<file path="src/rtl/calc_seq_ctrl.sv">
// Calculator sequencing FSM: op menu, operand latch, ALU launch/wait, result display.
// Optional WAIT timeout enabled by defining CALC_SEQ_CTRL_TIMEOUT_EN.
module calc_seq_ctrl #(
  parameter int          NUM_OPS     = 4,
  parameter logic [7:0]  TIMEOUT_CYC = 8'd255
) (
  input  logic       clk,
  input  logic       rst,
  input  logic       up,
  input  logic       down,
  input  logic       enter,
  input  logic       back,
  input  logic [3:0] a,
  input  logic [3:0] b,
  input  logic       alu_done,
  input  logic [7:0] alu_result,
  input  logic       alu_err,
  output logic [2:0] op_sel,
  output logic [3:0] alu_a,
  output logic [3:0] alu_b,
  output logic       alu_start,
  output logic [1:0] disp_mode,
  output logic [7:0] disp_val,
  output logic       busy
);

  localparam logic [2:0] OP_MAX  = 3'(NUM_OPS - 1);
  localparam logic [1:0] DM_MENU = 2'b00;
  localparam logic [1:0] DM_BUSY = 2'b01;
  localparam logic [1:0] DM_RES  = 2'b10;
  localparam logic [1:0] DM_ERR  = 2'b11;

  typedef enum logic [1:0] {S_MENU, S_START, S_WAIT, S_RESULT} state_t;
  state_t state;

  logic [2:0] op_inc, op_dec;
  assign op_inc = (op_sel == OP_MAX) ? 3'd0 : op_sel + 3'd1;
  assign op_dec = (op_sel == 3'd0) ? OP_MAX : op_sel - 3'd1;

`ifdef CALC_SEQ_CTRL_TIMEOUT_EN
  logic [7:0] tmo_cnt;
`endif

  always_ff @(posedge clk or negedge rst) begin
    if (!rst) begin
      state     <= S_MENU;
      op_sel    <= 3'd0;
      alu_a     <= 4'd0;
      alu_b     <= 4'd0;
      alu_start <= 1'b0;
      disp_mode <= DM_MENU;
      disp_val  <= 8'd0;
      busy      <= 1'b0;
`ifdef CALC_SEQ_CTRL_TIMEOUT_EN
      tmo_cnt   <= 8'd0;
`endif
    end else begin
      alu_start <= 1'b0;
      case (state)
        S_MENU: begin
          // back outranks everything; in MENU it simply swallows the cycle
          if (!back) begin
            if (enter) begin
              alu_a     <= a;
              alu_b     <= b;
              alu_start <= 1'b1;
              busy      <= 1'b1;
              disp_mode <= DM_BUSY;
              disp_val  <= {a, b};
              state     <= S_START;
            end else if (up && !down) begin
              op_sel   <= op_inc;
              disp_val <= {5'd0, op_inc};
            end else if (down && !up) begin
              op_sel   <= op_dec;
              disp_val <= {5'd0, op_dec};
            end
          end
        end
        S_START: begin
          state <= S_WAIT;
`ifdef CALC_SEQ_CTRL_TIMEOUT_EN
          tmo_cnt <= 8'd0;
`endif
        end
        S_WAIT: begin
          if (back) begin
            busy      <= 1'b0;
            disp_mode <= DM_MENU;
            disp_val  <= {5'd0, op_sel};
            state     <= S_MENU;
          end else if (alu_done) begin
            busy      <= 1'b0;
            disp_mode <= alu_err ? DM_ERR : DM_RES;
            disp_val  <= alu_err ? 8'hEE : alu_result;
            state     <= S_RESULT;
`ifdef CALC_SEQ_CTRL_TIMEOUT_EN
          end else if (tmo_cnt == TIMEOUT_CYC - 8'd1) begin
            // last allowed WAIT cycle expired with no result
            busy      <= 1'b0;
            disp_mode <= DM_ERR;
            disp_val  <= 8'hEE;
            state     <= S_RESULT;
          end else begin
            tmo_cnt <= tmo_cnt + 8'd1;
`endif
          end
        end
        S_RESULT: begin
          if (back) begin
            disp_mode <= DM_MENU;
            disp_val  <= {5'd0, op_sel};
            state     <= S_MENU;
          end else if (enter) begin
            alu_a     <= a;
            alu_b     <= b;
            alu_start <= 1'b1;
            busy      <= 1'b1;
            disp_mode <= DM_BUSY;
            disp_val  <= {a, b};
            state     <= S_START;
          end
        end
        default: state <= S_MENU;
      endcase
    end
  end

endmodule

</file>
<file path="config.mk">
export PLATFORM = sky130hd
export DESIGN_NAME = calc_seq_ctrl
export DESIGN_NICKNAME = d
export VERILOG_FILES = /design/src/rtl/calc_seq_ctrl.sv
export SDC_FILE = /design/constraint.sdc
export NUM_CORES = 1
export LEC_CHECK = 0
export ABC_AREA = 0
export BUFFER_PORTS_ARGS = -buffer_cell sky130_fd_sc_hd__buf_2
export CAP_MARGIN = 20
export CORE_ASPECT_RATIO = 0.8
export CORE_MARGIN = 4
export CORE_UTILIZATION = 30
export CTS_CLUSTER_DIAMETER = 100
export DETAILED_ROUTE_END_ITERATION = 7
export SYNTH_ARGS = -nofsm -noshare
export SYNTH_HDL_FRONTEND = slang
export SYNTH_SLANG_ARGS = --single-unit
export TNS_END_PERCENT = 100
</file>
<file path="constraint.sdc">
create_clock -name clk -period 4.24 [get_ports clk]
set_input_delay 0.848 -clock clk [delete_from_list [all_inputs] [get_ports clk]]
set_output_delay 0.848 -clock clk [all_outputs]
set_load 0.05 [all_outputs]
</file>
==> flow_summary.html <==
<table>
<tr><th>Metric</th><th>Value</th></tr>
<tr><th colspan="2">Status</th></tr>
<tr><td>Status</td><td>finished clean</td></tr>
<tr><th colspan="2">CTS</th></tr>
<tr><td>Inserted Clock Buffers</td><td>3</td></tr>
<tr><td>Clock root buffer master</td><td>sky130_fd_sc_hd__clkbuf_8</td></tr>
<tr><td>Clock network latency to the later pin of the worst-skew pair</td><td>270 ps</td></tr>
<tr><td>CTS Buffer Depth</td><td>2</td></tr>
<tr><td>Clock net sink count</td><td>25</td></tr>
<tr><td>Clock transition time at the flip-flop clock pins of the worst setup and hold paths</td><td>90 ps</td></tr>
<tr><td>Hold bufs inserted after CTS</td><td>0</td></tr>
<tr><td>Quantity of gates resized following cts</td><td>0</td></tr>
<tr><td>Total number of H-tree levels</td><td>1</td></tr>
<tr><td>CTS tree</td><td>yes</td></tr>
<tr><td>Post-CTS repair timing setup buffer count</td><td>0</td></tr>
<tr><th colspan="2">Cells and area</th></tr>
<tr><td>Antenna cells</td><td>0</td></tr>
<tr><td>Area added between synthesis and finish</td><td>20.0%</td></tr>
<tr><td>Layout Cells excl Fill</td><td>264</td></tr>
<tr><td>Number of nets at the end of the flow</td><td>239</td></tr>
<tr><td>Post-Route Utilization</td><td>37.7%</td></tr>
<tr><td>Fraction of final layout cells sized beyond drive strength 1</td><td>33.2%</td></tr>
<tr><td>Commonest non-fill, non-tap cell in the layout</td><td>sky130_fd_sc_hd__buf_2</td></tr>
<tr><td>Most frequent cells in the layout</td><td>sky130_fd_sc_hd__buf_2, sky130_fd_sc_hd__dfrtp_1, sky130_fd_sc_hd__o21ai_0</td></tr>
<tr><th colspan="2">Logic synthesis</th></tr>
<tr><td>Average cell area after synthesis</td><td>10.1 µm²</td></tr>
<tr><td>Synth area leaders</td><td>sky130_fd_sc_hd__dfrtp_1, sky130_fd_sc_hd__ha_1, sky130_fd_sc_hd__o21ai_0, sky130_fd_sc_hd__mux2_2, sky130_fd_sc_hd__mux2_4</td></tr>
<tr><td>Number of synthesized register bits</td><td>25</td></tr>
<tr><td>Yosys top cell area share</td><td>39.3%</td></tr>
<tr><td>Count of synthesis-stage warnings from yosys</td><td>0</td></tr>
<tr><td>Post-Synthesis Cells</td><td>157</td></tr>
<tr><td>Synthesized net count</td><td>193</td></tr>
<tr><td>Most area-hungry cell type in the Yosys netlist</td><td>sky130_fd_sc_hd__dfrtp_1</td></tr>
<tr><td>Sequential area share after synthesis</td><td>39.3%</td></tr>
<tr><td>Post-synthesis cell type count</td><td>30</td></tr>
<tr><td>Post-Synthesis Cell Area</td><td>1590 µm²</td></tr>
<tr><th colspan="2">Die</th></tr>
<tr><td>Initial cell density of the core</td><td>31.4%</td></tr>
<tr><td>Area of the die</td><td>6550 µm²</td></tr>
<tr><td>Die boundary width</td><td>89.5 µm</td></tr>
<tr><td>Top Ports</td><td>47</td></tr>
<tr><td>Die Ht</td><td>73.2 µm</td></tr>
<tr><td>Floorplan Core Area</td><td>5060 µm²</td></tr>
<tr><td>Site Rows</td><td>23</td></tr>
<tr><th colspan="2">STA</th></tr>
<tr><td>Time the worst path needs with I/O delays and setup</td><td>2340 ps</td></tr>
<tr><td>Setup TNS</td><td>0 ps</td></tr>
<tr><td>Hold violation count in the final report</td><td>0</td></tr>
<tr><td>Part of the cycle the worst path needs</td><td>55.1%</td></tr>
<tr><td>RSZ-0062 raised after global routing</td><td>false</td></tr>
<tr><td>Pin slew with the least headroom to its limit</td><td>598 ps</td></tr>
<tr><td>Top achievable clock speed</td><td>428 MHz</td></tr>
<tr><td>Max-slew headroom at the worst pin</td><td>60.2%</td></tr>
<tr><td>Final worst clock skew</td><td>5.02 ps</td></tr>
<tr><td>Finish-stage setup viols</td><td>0</td></tr>
<tr><td>Final Max Slew Viols</td><td>0</td></tr>
<tr><th colspan="2">Global routing</th></tr>
<tr><td>Residual overflow from global routing</td><td>0</td></tr>
<tr><td>Antenna violations before repair</td><td>0</td></tr>
<tr><td>Global-route met3 utilization</td><td>3.27%</td></tr>
<tr><td>Met1 track demand over resource in global routing</td><td>19.6%</td></tr>
<tr><td>Total global routing track utilization</td><td>12.9%</td></tr>
<tr><td>Vias in the first global route</td><td>1292</td></tr>
<tr><td>Met2 Resource Use GR</td><td>18.8%</td></tr>
<tr><td>Maximum number of pins on one net before global-route repair</td><td>26</td></tr>
<tr><td>Most utilized layer in the global route result</td><td>met1</td></tr>
<tr><td>Global-route wire length before repair</td><td>6.49 mm</td></tr>
<tr><th colspan="2">Worst setup path</th></tr>
<tr><td>Worst Path Class, Setup</td><td>register to register</td></tr>
<tr><td>Nature of the critical path endpoint</td><td>register</td></tr>
<tr><td>Startpoint types</td><td>register</td></tr>
<tr><td>Terminus of the critical flop-to-flop path</td><td>disp_val[6]$_DFFE_PN0P_</td></tr>
<tr><td>Reg-to-reg startpoint</td><td>state[0]$_DFFE_PN0P_</td></tr>
<tr><td>R2R depth</td><td>6</td></tr>
<tr><td>Req. time, crit path</td><td>4400 ps</td></tr>
<tr><td>Critical path fanouts, max</td><td>7</td></tr>
<tr><td>Worst-case register-to-register setup slack</td><td>1900 ps</td></tr>
<tr><td>CP arrival</td><td>2490 ps</td></tr>
<tr><th colspan="2">Placement</th></tr>
<tr><td>HPWL Detailed</td><td>3.09 mm</td></tr>
<tr><td>Cell Count Post-Placement</td><td>260</td></tr>
<tr><td>Count of input and output buffers</td><td>46</td></tr>
<tr><td>Placer's final routability congestion estimate</td><td>0.852</td></tr>
<tr><th colspan="2">Hold path</th></tr>
<tr><td>Critical hold path startpoint</td><td>alu_b[3]$_DFFE_PN0P_</td></tr>
<tr><td>Hold Path End</td><td>alu_b[3]$_DFFE_PN0P_</td></tr>
<tr><td>Count of cells along the worst hold path</td><td>1</td></tr>
<tr><td>Hold/Removal Path Class</td><td>register to register</td></tr>
<tr><th colspan="2">Drt</th></tr>
<tr><td>Number of vias after detailed routing</td><td>1315</td></tr>
<tr><td>Drt drc</td><td>0</td></tr>
<tr><td>Post-detailed-routing wire length</td><td>3.92 mm</td></tr>
<tr><td>Via density per instance</td><td>4.98</td></tr>
<tr><td>DRT iter0 DRCs</td><td>144</td></tr>
<tr><td>1st-pass router iterations</td><td>4</td></tr>
<tr><td>Count of nets left with antenna violations after detail routing</td><td>0</td></tr>
<tr><td>Routed len/inst</td><td>14.9 µm</td></tr>
<tr><th colspan="2">Pwr</th></tr>
<tr><td>PwrDens</td><td>868 nW/µm²</td></tr>
<tr><td>Worst supply voltage drop on vdd</td><td>430 µV</td></tr>
<tr><td>Leakage power total</td><td>0.913 nW</td></tr>
<tr><td>Sum of internal, switching and leakage power</td><td>1.66 mW</td></tr>
<tr><th colspan="2">Job</th></tr>
<tr><td>Count of maximum capacitance violations</td><td>0</td></tr>
</table>
[logic make-up after synthesis]
group | share of synthesized area [%]
muxes | 13.8
AOI/OAI and AO/OA | 19.7
buffers and inverters | 5.89
and+or+nand+nor | 11.9
DFF | 39.3
adders and majority gates | 9.43
[worst max path at each step]
stage	slack [ps]	startpoint	to
after floorplan	2060	down	disp_val[2]$_DFFE_PN0P_
after global placement	1880	down	disp_val[4]$_DFFE_PN0P_
after detailed placement	1780	down	disp_val[4]$_DFFE_PN0P_
after CTS	1930	state[0]$_DFFE_PN0P_	disp_val[6]$_DFFE_PN0P_
after global routing	1710	state[0]$_DFFE_PN0P_	disp_val[6]$_DFFE_PN0P_
final	1900	state[0]$_DFFE_PN0P_	disp_val[6]$_DFFE_PN0P_
[where the power goes]
part	leakage, nW	switching (mW)	total [mW]	internal [mW]
registers	0.302	0.0793	0.430	0.351
logic	0.588	0.711	1.09	0.376
clock network	0.0228	0.0751	0.142	0.0672
total	0.913	0.865	1.66	0.794
[registers in the layout, indices dropped and copies added, names as in the netlist]
register / cells
busy: 1
disp_val: 8
alu_b: 4
disp_mode: 2
op_sel: 3
alu_start: 1
state: 2
alu_a: 4
[synth_stat cells, drive strengths merged]
master   instances
nand2b           3
inv             16
dfrtp           25
mux2            14
nor3b            3
o31ai            2
a221oi           2
o2bb2ai          4
nand2            5
nor3             6
a211oi           2
and2             1
nor2             6
a21oi           10
nand3b           1
a2111oi          1
nor2b            6
o21ai           22
o21a             1
a31oi            4
mux2i            4
buf              5
ha              12
a22o             2
[cell type report]
type	instances	area [µm²]
Fill cell	515	3150
Multi-Input combinational cell	111	873
Sequential cell	25	626
Timing Repair Buffer	46	230
Tap cell	62	77.6
Inverter	16	60.1
Clock buffer	4	45.0
[worst max-delay path, cell delays in order, from the launching register on]
cell and delay (ps):
sky130_fd_sc_hd__dfrtp_1 460, sky130_fd_sc_hd__inv_1 130, sky130_fd_sc_hd__ha_1 330, sky130_fd_sc_hd__nor2_1 410, sky130_fd_sc_hd__mux2i_1 440, sky130_fd_sc_hd__o21ai_0 180
sky130_fd_sc_hd__mux2_4 280
[metal layers]
layer	vias to the layer above	share of wire (%)	wire length (µm)
met2	36	44	1710
met1	624	49	1930
met3	4	6.4	252
met5	-	0	0
li1	651	-	-
met4	0	0.74	29
[stage by stage]
step	hold WS, ps	worst slack (ps)	cell area (µm²)
floorplan	542	2060	1590
global placement	484	1880	1870
detailed placement	485	1780	1870
CTS	512	1930	1910
global route	532	1710	1910
finish	509	1900	1910
No activity file was read; power rests on OpenSTA's default activity.
